**config.mk**
```make
export PLATFORM = sky130hd
export DESIGN_NAME = count_driver
export DESIGN_NICKNAME = d
export VERILOG_FILES = /design/src/rtl/count_pkg.sv /design/src/rtl/count_cmp.sv /design/src/rtl/count_driver.sv
export SDC_FILE = /design/constraint.sdc
export NUM_CORES = 1
export LEC_CHECK = 0
export CAP_MARGIN = 20
export CORE_ASPECT_RATIO = 0.75
export CORE_MARGIN = 1.5
export CORE_UTILIZATION = 60
export CTS_BUF_LIST = sky130_fd_sc_hd__clkbuf_4 sky130_fd_sc_hd__clkbuf_8
export CTS_CLUSTER_DIAMETER = 120
export CTS_CLUSTER_SIZE = 24
export DETAILED_ROUTE_END_ITERATION = 10
export DONT_BUFFER_PORTS = 1
export PLACE_DENSITY_LB_ADDON = 0.05
export SKIP_LAST_GASP = 1
export SLEW_MARGIN = 0
export SYNTH_ARGS = -nofsm -noshare
export SYNTH_HDL_FRONTEND = slang
export SYNTH_SLANG_ARGS = --single-unit
```
**constraint.sdc**
```tcl
create_clock -name clk -period 5.2 [get_ports clk]
set_input_delay 0.52 -clock clk [delete_from_list [all_inputs] [get_ports clk]]
set_output_delay 0.52 -clock clk [all_outputs]
set_load 0.005 [all_outputs]
```
**src/rtl/count_pkg.sv**
```systemverilog
// ============================================================================
// Module      : count_pkg
// Description : Shared state encoding and defaults for the count_driver block.
// Revision    : 1.0 - initial release
// ============================================================================
`default_nettype none

package count_pkg;

    localparam int unsigned c_width_default = 16;

    typedef logic [1:0] state_t;

    localparam logic [1:0] c_idle = 2'd0;
    localparam logic [1:0] c_run  = 2'd1;
    localparam logic [1:0] c_done = 2'd2;

endpackage : count_pkg

`default_nettype wire

```
**src/rtl/count_cmp.sv**
```systemverilog
// ============================================================================
// Module      : count_cmp
// Description : Registered unsigned less-than comparator against TARGET.
// Revision    : 1.0 - initial release
// ============================================================================
`default_nettype none

module count_cmp
    import count_pkg::*;
#(
    parameter int unsigned WIDTH  = c_width_default,
    parameter int unsigned TARGET = 20
) (
    input  logic             clk,
    input  logic             rst_n,
    input  logic [WIDTH-1:0] nxt_count,
    output logic             below_target
);

    localparam logic [WIDTH-1:0] c_target = WIDTH'(TARGET);

    logic r_below;

    // Fed with the next count so the flag lines up with the registered count.
    always_ff @(posedge clk or negedge rst_n) begin
        if (!rst_n) begin
            r_below <= (c_target != '0);
        end else begin
            r_below <= (nxt_count < c_target);
        end
    end

    assign below_target = r_below;

endmodule : count_cmp

`default_nettype wire

```
**src/rtl/count_driver.sv**
```systemverilog
// ============================================================================
// Module      : count_driver
// Description : Start/abort controlled up-counter that stops at TARGET and
//               pulses done. Define COUNT_DRIVER_AUTORELOAD_EN to restart a
//               new run automatically after each completion.
// Revision    : 1.0 - initial release
// ============================================================================
`default_nettype none

module count_driver
    import count_pkg::*;
#(
    parameter int unsigned WIDTH  = c_width_default,
    parameter int unsigned TARGET = 20
) (
    input  logic             clk,
    input  logic             rst_n,
    input  logic             start,
    input  logic             en,
    input  logic             abort,
    output logic [WIDTH-1:0] count,
    output logic             below_target,
    output logic             busy,
    output logic             done
);

    localparam logic [WIDTH-1:0] c_target   = WIDTH'(TARGET);
    localparam logic [WIDTH-1:0] c_one      = WIDTH'(1);
    localparam logic             c_tgt_zero = (c_target == '0);

    state_t           r_state;
    state_t           w_state_nxt;
    logic [WIDTH-1:0] r_count;
    logic [WIDTH-1:0] w_count_nxt;
    logic [WIDTH-1:0] w_count_inc;
    logic             r_busy;
    logic             r_done;

    assign w_count_inc = r_count + c_one;

    always_comb begin
        w_state_nxt = r_state;
        w_count_nxt = r_count;
        case (r_state)
            c_idle: begin
                if (start && !abort) begin
                    w_count_nxt = '0;
                    w_state_nxt = c_tgt_zero ? c_done : c_run;
                end
            end
            c_run: begin
                // RUN is only ever entered below TARGET, so the increment can
                // land on TARGET but never pass it.
                if (abort) begin
                    w_state_nxt = c_idle;
                end else if (en) begin
                    w_count_nxt = w_count_inc;
                    if (w_count_inc == c_target) begin
                        w_state_nxt = c_done;
                    end
                end
            end
            c_done: begin
`ifdef COUNT_DRIVER_AUTORELOAD_EN
                if (abort) begin
                    w_state_nxt = c_idle;
                end else begin
                    w_count_nxt = '0;
                    w_state_nxt = c_tgt_zero ? c_done : c_run;
                end
`else
                w_state_nxt = c_idle;
`endif
            end
            default: begin
                w_state_nxt = c_idle;
            end
        endcase
    end

    always_ff @(posedge clk or negedge rst_n) begin
        if (!rst_n) begin
            r_state <= c_idle;
            r_count <= '0;
            r_busy  <= 1'b0;
            r_done  <= 1'b0;
        end else begin
            r_state <= w_state_nxt;
            r_count <= w_count_nxt;
            r_busy  <= (w_state_nxt == c_run);
            r_done  <= (w_state_nxt == c_done);
        end
    end

    count_cmp #(
        .WIDTH  (WIDTH),
        .TARGET (TARGET)
    ) u_cmp (
        .clk          (clk),
        .rst_n        (rst_n),
        .nxt_count    (w_count_nxt),
        .below_target (below_target)
    );

    assign count = r_count;
    assign busy  = r_busy;
    assign done  = r_done;

endmodule : count_driver

`default_nettype wire

```
### Word level (Yosys, flattened, before mapping)

Cells that the tools add are included.

| storage, ports and cells | value |
|---|---|
| flip-flop bits (word level) | 21 |
| bits in latches | 0 |
| memory bits (writable) | 0 |
| memory bits (read-only) | 0 |
| bits of input ports | 5 |
| word-level logic and storage cells | 23 |
| memories | 0 |

| cells by class | value |
|---|---|
| add/sub/neg operators | 1 |
| multipliers | 0 |
| div/mod/pow operators | 0 |
| order comparisons | 1 |
| eq/ne operators | 4 |
| shift-type cells | 0 |
| multiplexer cells | 9 |
| bitwise operators | 0 |
| reduce and logical (&&, ||, !) cells | 3 |

Operator list:

| operator | count |
|---|---|
| $mux W16 | 3 |
| $pmux W16 S2 | 1 |
| $add A16 B1 Y16 const B | 1 |
| $eq A16 B5 Y1 const B | 1 |
| $lt A16 B5 Y1 const B | 1 |
| $mux W2 | 4 |
| $eq A2 B1 Y1 const B | 2 |
| $pmux W2 S2 | 1 |
| $eq A2 B2 Y1 const B | 1 |
| $logic_not A2 Y1 | 1 |
| $logic_and A1 B1 Y1 | 1 |
| $logic_not A1 Y1 | 1 |

### Longest topological paths before layout

| depth | value |
|---|---|
| word-level depth | 7 |
| gate-level depth with buffers | 7 |

### By module

A second synthesis with hierarchy kept.

| second synthesis, totals | value |
|---|---|
| cell total of the unflattened synthesis | 139 |
| area total of the unflattened synthesis | 1265.0 um2 |

Modules (own cells, without submodules):

| module | instances | cells an instance | area an instance (um2) | seq. area each (um2) |
|---|---|---|---|---|
| count_driver | 1 | 133 | 1207.4 | 500.5 |
| count_cmp | 1 | 6 | 57.6 | 26.3 |

### Worst setup path before layout

OpenSTA, ideal clock, no wires.

| timing path | value |
|---|---|
| path type | register to register |
| start point | register r_count[0] (netlist: count[0]) |
| end point | register r_done (netlist: done) |
| arrival | 2.020 ns |
| setup slack | 3.113 ns |
| stages on the path, launching flop included | 8 |
| clock period less this slack | 2.087 ns |
| cells stage by stage | dfrtp_1 ha_1 nand2_1 or4_4 nor2_1 o211ai_1 nor4b_2 and2_1 |

| on the way | value |
|---|---|
| longest elaborated chain between the ends | 7 |

Ends and longest elaborated chain:

| what | line | RTL |
|---|---|---|
| from (decl) | count_driver.sv:33 | `logic [WIDTH-1:0] r_count;` |
| from (signal assigned) | count_driver.sv:89 | `r_count <= w_count_nxt;` |
| $add A16 B1 Y16 | count_driver.sv:39 | `assign w_count_inc = r_count + c_one;` |
| $eq A16 B5 Y1 | count_driver.sv:58 | `if (w_count_inc == c_target) begin` |
| $mux W2 | count_driver.sv:58 |  |
| $mux W2 | count_driver.sv:56 | `end else if (en) begin` |
| $mux W2 | count_driver.sv:54 | `if (abort) begin` |
| $pmux W2 S2 | count_driver.sv:44 | `case (r_state)` |
| $eq A2 B2 Y1 | count_driver.sv:91 | `r_done <= (w_state_nxt == c_done);` |
| to (signal assigned) | count_driver.sv:91 |  |
| to (decl) | count_driver.sv:37 | `logic r_done;` |

No other way between the ends.

### Worst setup path after layout

| timing path | value |
|---|---|
| start point | register r_count[0] (netlist: count[0]) |
| end point | register r_state[1] |

| on the way | value |
|---|---|
| longest elaborated chain between the ends | 6 |

Ends and longest elaborated chain:

| what | line | RTL |
|---|---|---|
| $add A16 B1 Y16 | count_driver.sv:39 |  |
| $eq A16 B5 Y1 | count_driver.sv:58 |  |
| $mux W2 | count_driver.sv:58 |  |
| $mux W2 | count_driver.sv:56 |  |
| $mux W2 | count_driver.sv:54 |  |
| $pmux W2 S2 | count_driver.sv:44 |  |
| via w_state_nxt[1] | count_driver.sv:32 | `state_t w_state_nxt;` |
| to (signal assigned) | count_driver.sv:83 | `r_state <= c_idle;` |
| to (signal assigned) | count_driver.sv:88 | `r_state <= w_state_nxt;` |
| to (decl) | count_driver.sv:31 | `state_t r_state;` |

The timed path passes the listed nets, and every way through them passes these cells.

==> results by group <==
Outcome
  – Status: finished, violations left
  – Failing checks: design-rule violations

Logic synthesis
  – Most frequent cells after synthesis: 20 x dfrtp_1, 18 x nand2_1, 18 x o21ai_0, 10 x nor2_1, 6 x inv_1
  – Yosys synthesis warning count: 0
  – Synth Instances: 159
  – Synth area leaders: dfrtp_1 36%, o21ai_0 6.6%, nand2_1 4.9%, nor2_1 2.7%, nand4_1 2.3%
  – Syn_area_per_cell: 8.65 sq um
  – Most common cell in the netlist: dfrtp_1
  – Cell taking the most area after synthesis: dfrtp_1
  – #FFs+latches synth: 21
  – Mapped Area: 0.00138 sq mm
  – FFs w/ async S/R, synth: 1.00
  – Seq/Total Area, Yosys: 0.383
  – Area share of the largest cell type after synthesis: 0.364
  – Main synth FF type: dfrtp_1
  – Unique masters post-synth: 48
  – EDFF count, synth: 0
  – Syn nets: 165

CTS
  – CTS tree: yes
  – Clk root buf: clkbuf_4
  – CTS sink cnt: 21
  – Clock-pin slew on the worst setup and hold paths: 0.12 ns
  – CTS buffer count: 3
  – Clock tree buffer depth: 2
  – Worst-Skew Late Latency: 0.31 ns
  – Post-CTS Resized: 0
  – Post-CTS Hold Buffers: 1
  – CTS H-tree lvls: 1
  – Setup bufs post-CTS: 0

Timing
  – Setup violators final: 0
  – Setup TNS: 0 ns
  – RSZ-0062 raised after global routing: false
  – Post-route minimum period: 2.47 ns
  – Period utilization: 0.476
  – Final Skew: 0.00821 ns
  – Slew @ Worst Pin: 0.888 ns
  – Worst relative slew slack: 0.406
  – Fin. max-slew vios: 0
  – PnR worst setup slack: 2.73 ns
  – Final Hold Vio Count: 0
  – FMAX: 0.404 GHz

Place
  – PortBufs: 0
  – Worst slack at placement: 2.78 ns
  – DP HPWL: 2.48 mm
  – GPL Wtd Cong: 0.956

Setup path
  – CP Launch Type: flip-flop
  – R2R cell count: 7
  – Worst setup endpoint: r_state[1]
  – Critical Path Start: count[0]
  – Crit-path leading delay family: simple AND/OR/NAND/NOR gates
  – Worst path required time: 5.45 ns
  – Reg2reg start: count[0]
  – Worst setup EP type: flip-flop
  – WP buf/inv: 0
  – CP max stage cell: or4_4
  – Reg2reg end: r_state[1]
  – Crit Path Max Fanout: 7
  – Worst path cell trace: ha_1 > nand2_1 > or4_4 > nor2_1 > o211ai_1 > nor4b_2 > and2_1
  – Crit Path Category: flip-flop to flip-flop
  – Reg2Reg Setup Slack: 2.73 ns
  – CP Depth: 7
  – CP peak stage delay: 0.56 ns
  – Worst path arrival time: 2.72 ns

Layout
  – P&R area growth vs syn: 2.46%
  – Final Net Count: 163
  – Layout cell share with drive strength beyond 1: 0.0769
  – Diode count: 0

GRT
  – Global-route wire length before repair: 5.57 mm
  – Vias in the first global route: 1108
  – Total grt overflow: 0
  – Largest net degree at the start of global routing: 21
  – Number of antenna violations at the first check in global routing: 0
  – Gr usage total: 0.292

Floorplanning
  – Die height: 44.5 um
  – Initial Util: 0.660
  – Die Wd: 58.3 um
  – Area of the core: 0.00208 sq mm
  – Io pins: 24
  – Die Area: 0.00259 sq mm
  – Num rows: 14

Flow run
  – Max Cap Violations: 0

Power
  – Leakage power: 0.530 nW
  – PD cells: 204 mW/mm^2
  – Max IR drop VDD: 169 uV

Route
  – Post-route ant nets: 0
  – Vias per cell: 7.16
  – DR vias: 1289
  – WL per Instance: 18.7 um
  – Drt pass-1 iters: 7
  – DRC Markers: 4
  – Final wirelength: 3.37 mm
  – Drt first-iter violations: 114

Hold path
  – HP Class: primary input to async pin
## cell families (layout without fill, tap and decap cells)
group,count (synthesis),count (layout),share of synthesized area
mux,3,3,0.0227
flops,21,21,0.383
simple gates,70,70,0.298
fa+ha+maj,1,1,0.00910
compound gates,47,47,0.225
xor+xnor,3,3,0.0191
buf+inv,14,11,0.0428
## state kept, by name (all words and copies together), names as in the netlist
| register | cells |
|---|---|
| count | 16 |
| busy | 1 |
| done | 1 |
| r_state | 2 |
| u_cmp.below_target | 1 |
## final cells by class
cell class	instances	area, sq um
multi-input cells	124	790
fillers	171	676
repair buffers	1	10.0
flip-flops and latches	21	527
clock buffers	4	30.0
inverters	6	22.5
well taps	24	30.0
## per-stage QoR
stage / hold WS [ns] / instance area [sq um] / util / instances / power (mW)
2_1_floorplan: 0.224 / 1380 / - / 159 / 0.196
3_3_place_gp: 0.225 / 1370 / 0.657 / 175 / 0.200
3_5_place_dp: 0.225 / 1370 / 0.657 / 175 / 0.202
4_1_cts: 0.0266 / 1410 / 0.676 / 180 / 0.289
5_1_grt: 0.00900 / 1410 / 0.676 / 180 / 0.299
6_report: 0.0294 / 1410 / 0.676 / 180 / 0.287
## worst min-delay path by stage
stage / start / endpoint / slack [ns] / cells after the start
floorplan: rst_n / busy / 0.22 / 0
global route: rst_n / u_cmp.below_target / 0.009 / 0
global placement: rst_n / count[5] / 0.22 / 0
CTS: rst_n / u_cmp.below_target / 0.03 / 0
detailed placement: rst_n / count[5] / 0.22 / 0
finish: rst_n / u_cmp.below_target / 0.03 / 0
## report_power, final
group | internal [mW] | leakage, nW | switching, mW | total [mW]
registers | 0.168 | 0.286 | 0.0107 | 0.179
logic | 0.00915 | 0.225 | 0.0143 | 0.0235
clock network | 0.0352 | 0.0184 | 0.0494 | 0.0846
total | 0.212 | 0.530 | 0.0745 | 0.287
## placed cells by master (no fill, tap or decap), types with 2 or more instances in the layout
master,synthesis,routed
dfrtp_1,20,20
a31oi_1,3,3
nand4_1,5,5
o211ai_1,4,4
nor2_1,10,10
o31ai_1,4,4
mux2i_1,2,2
inv_1,6,6
xnor2_1,2,2
a21oi_1,4,4
or3_1,2,2
nand3_1,5,5
a22o_1,2,2
nand2_1,18,18
o21ai_0,18,18
nor4_1,5,5
nor3b_1,2,2
nand2b_1,2,2
clkbuf_4,0,4
nand3b_1,2,2
or4_1,2,2
and2_1,4,4
a2111oi_0,2,2
nor3_1,4,4
## worst reg2reg max path: stages (launching register included)
cell and delay, ns:
dfrtp_1 0.47, ha_1 0.35, nand2_1 0.16, or4_4 0.56
nor2_1 0.12, o211ai_1 0.12, nor4b_2 0.45, and2_1 0.18
## per-layer routing
metal	wire length, um	vias up	share of wire	GRT usage
li1	-	601	-	-
met1	1450	588	0.43	0.437
met2	1430	94	0.42	0.404
met3	463	6	0.14	0.102
met4	21	0	0.0062	0.0605
met5	0	-	0	0
(Power assumes the default switching activity.)
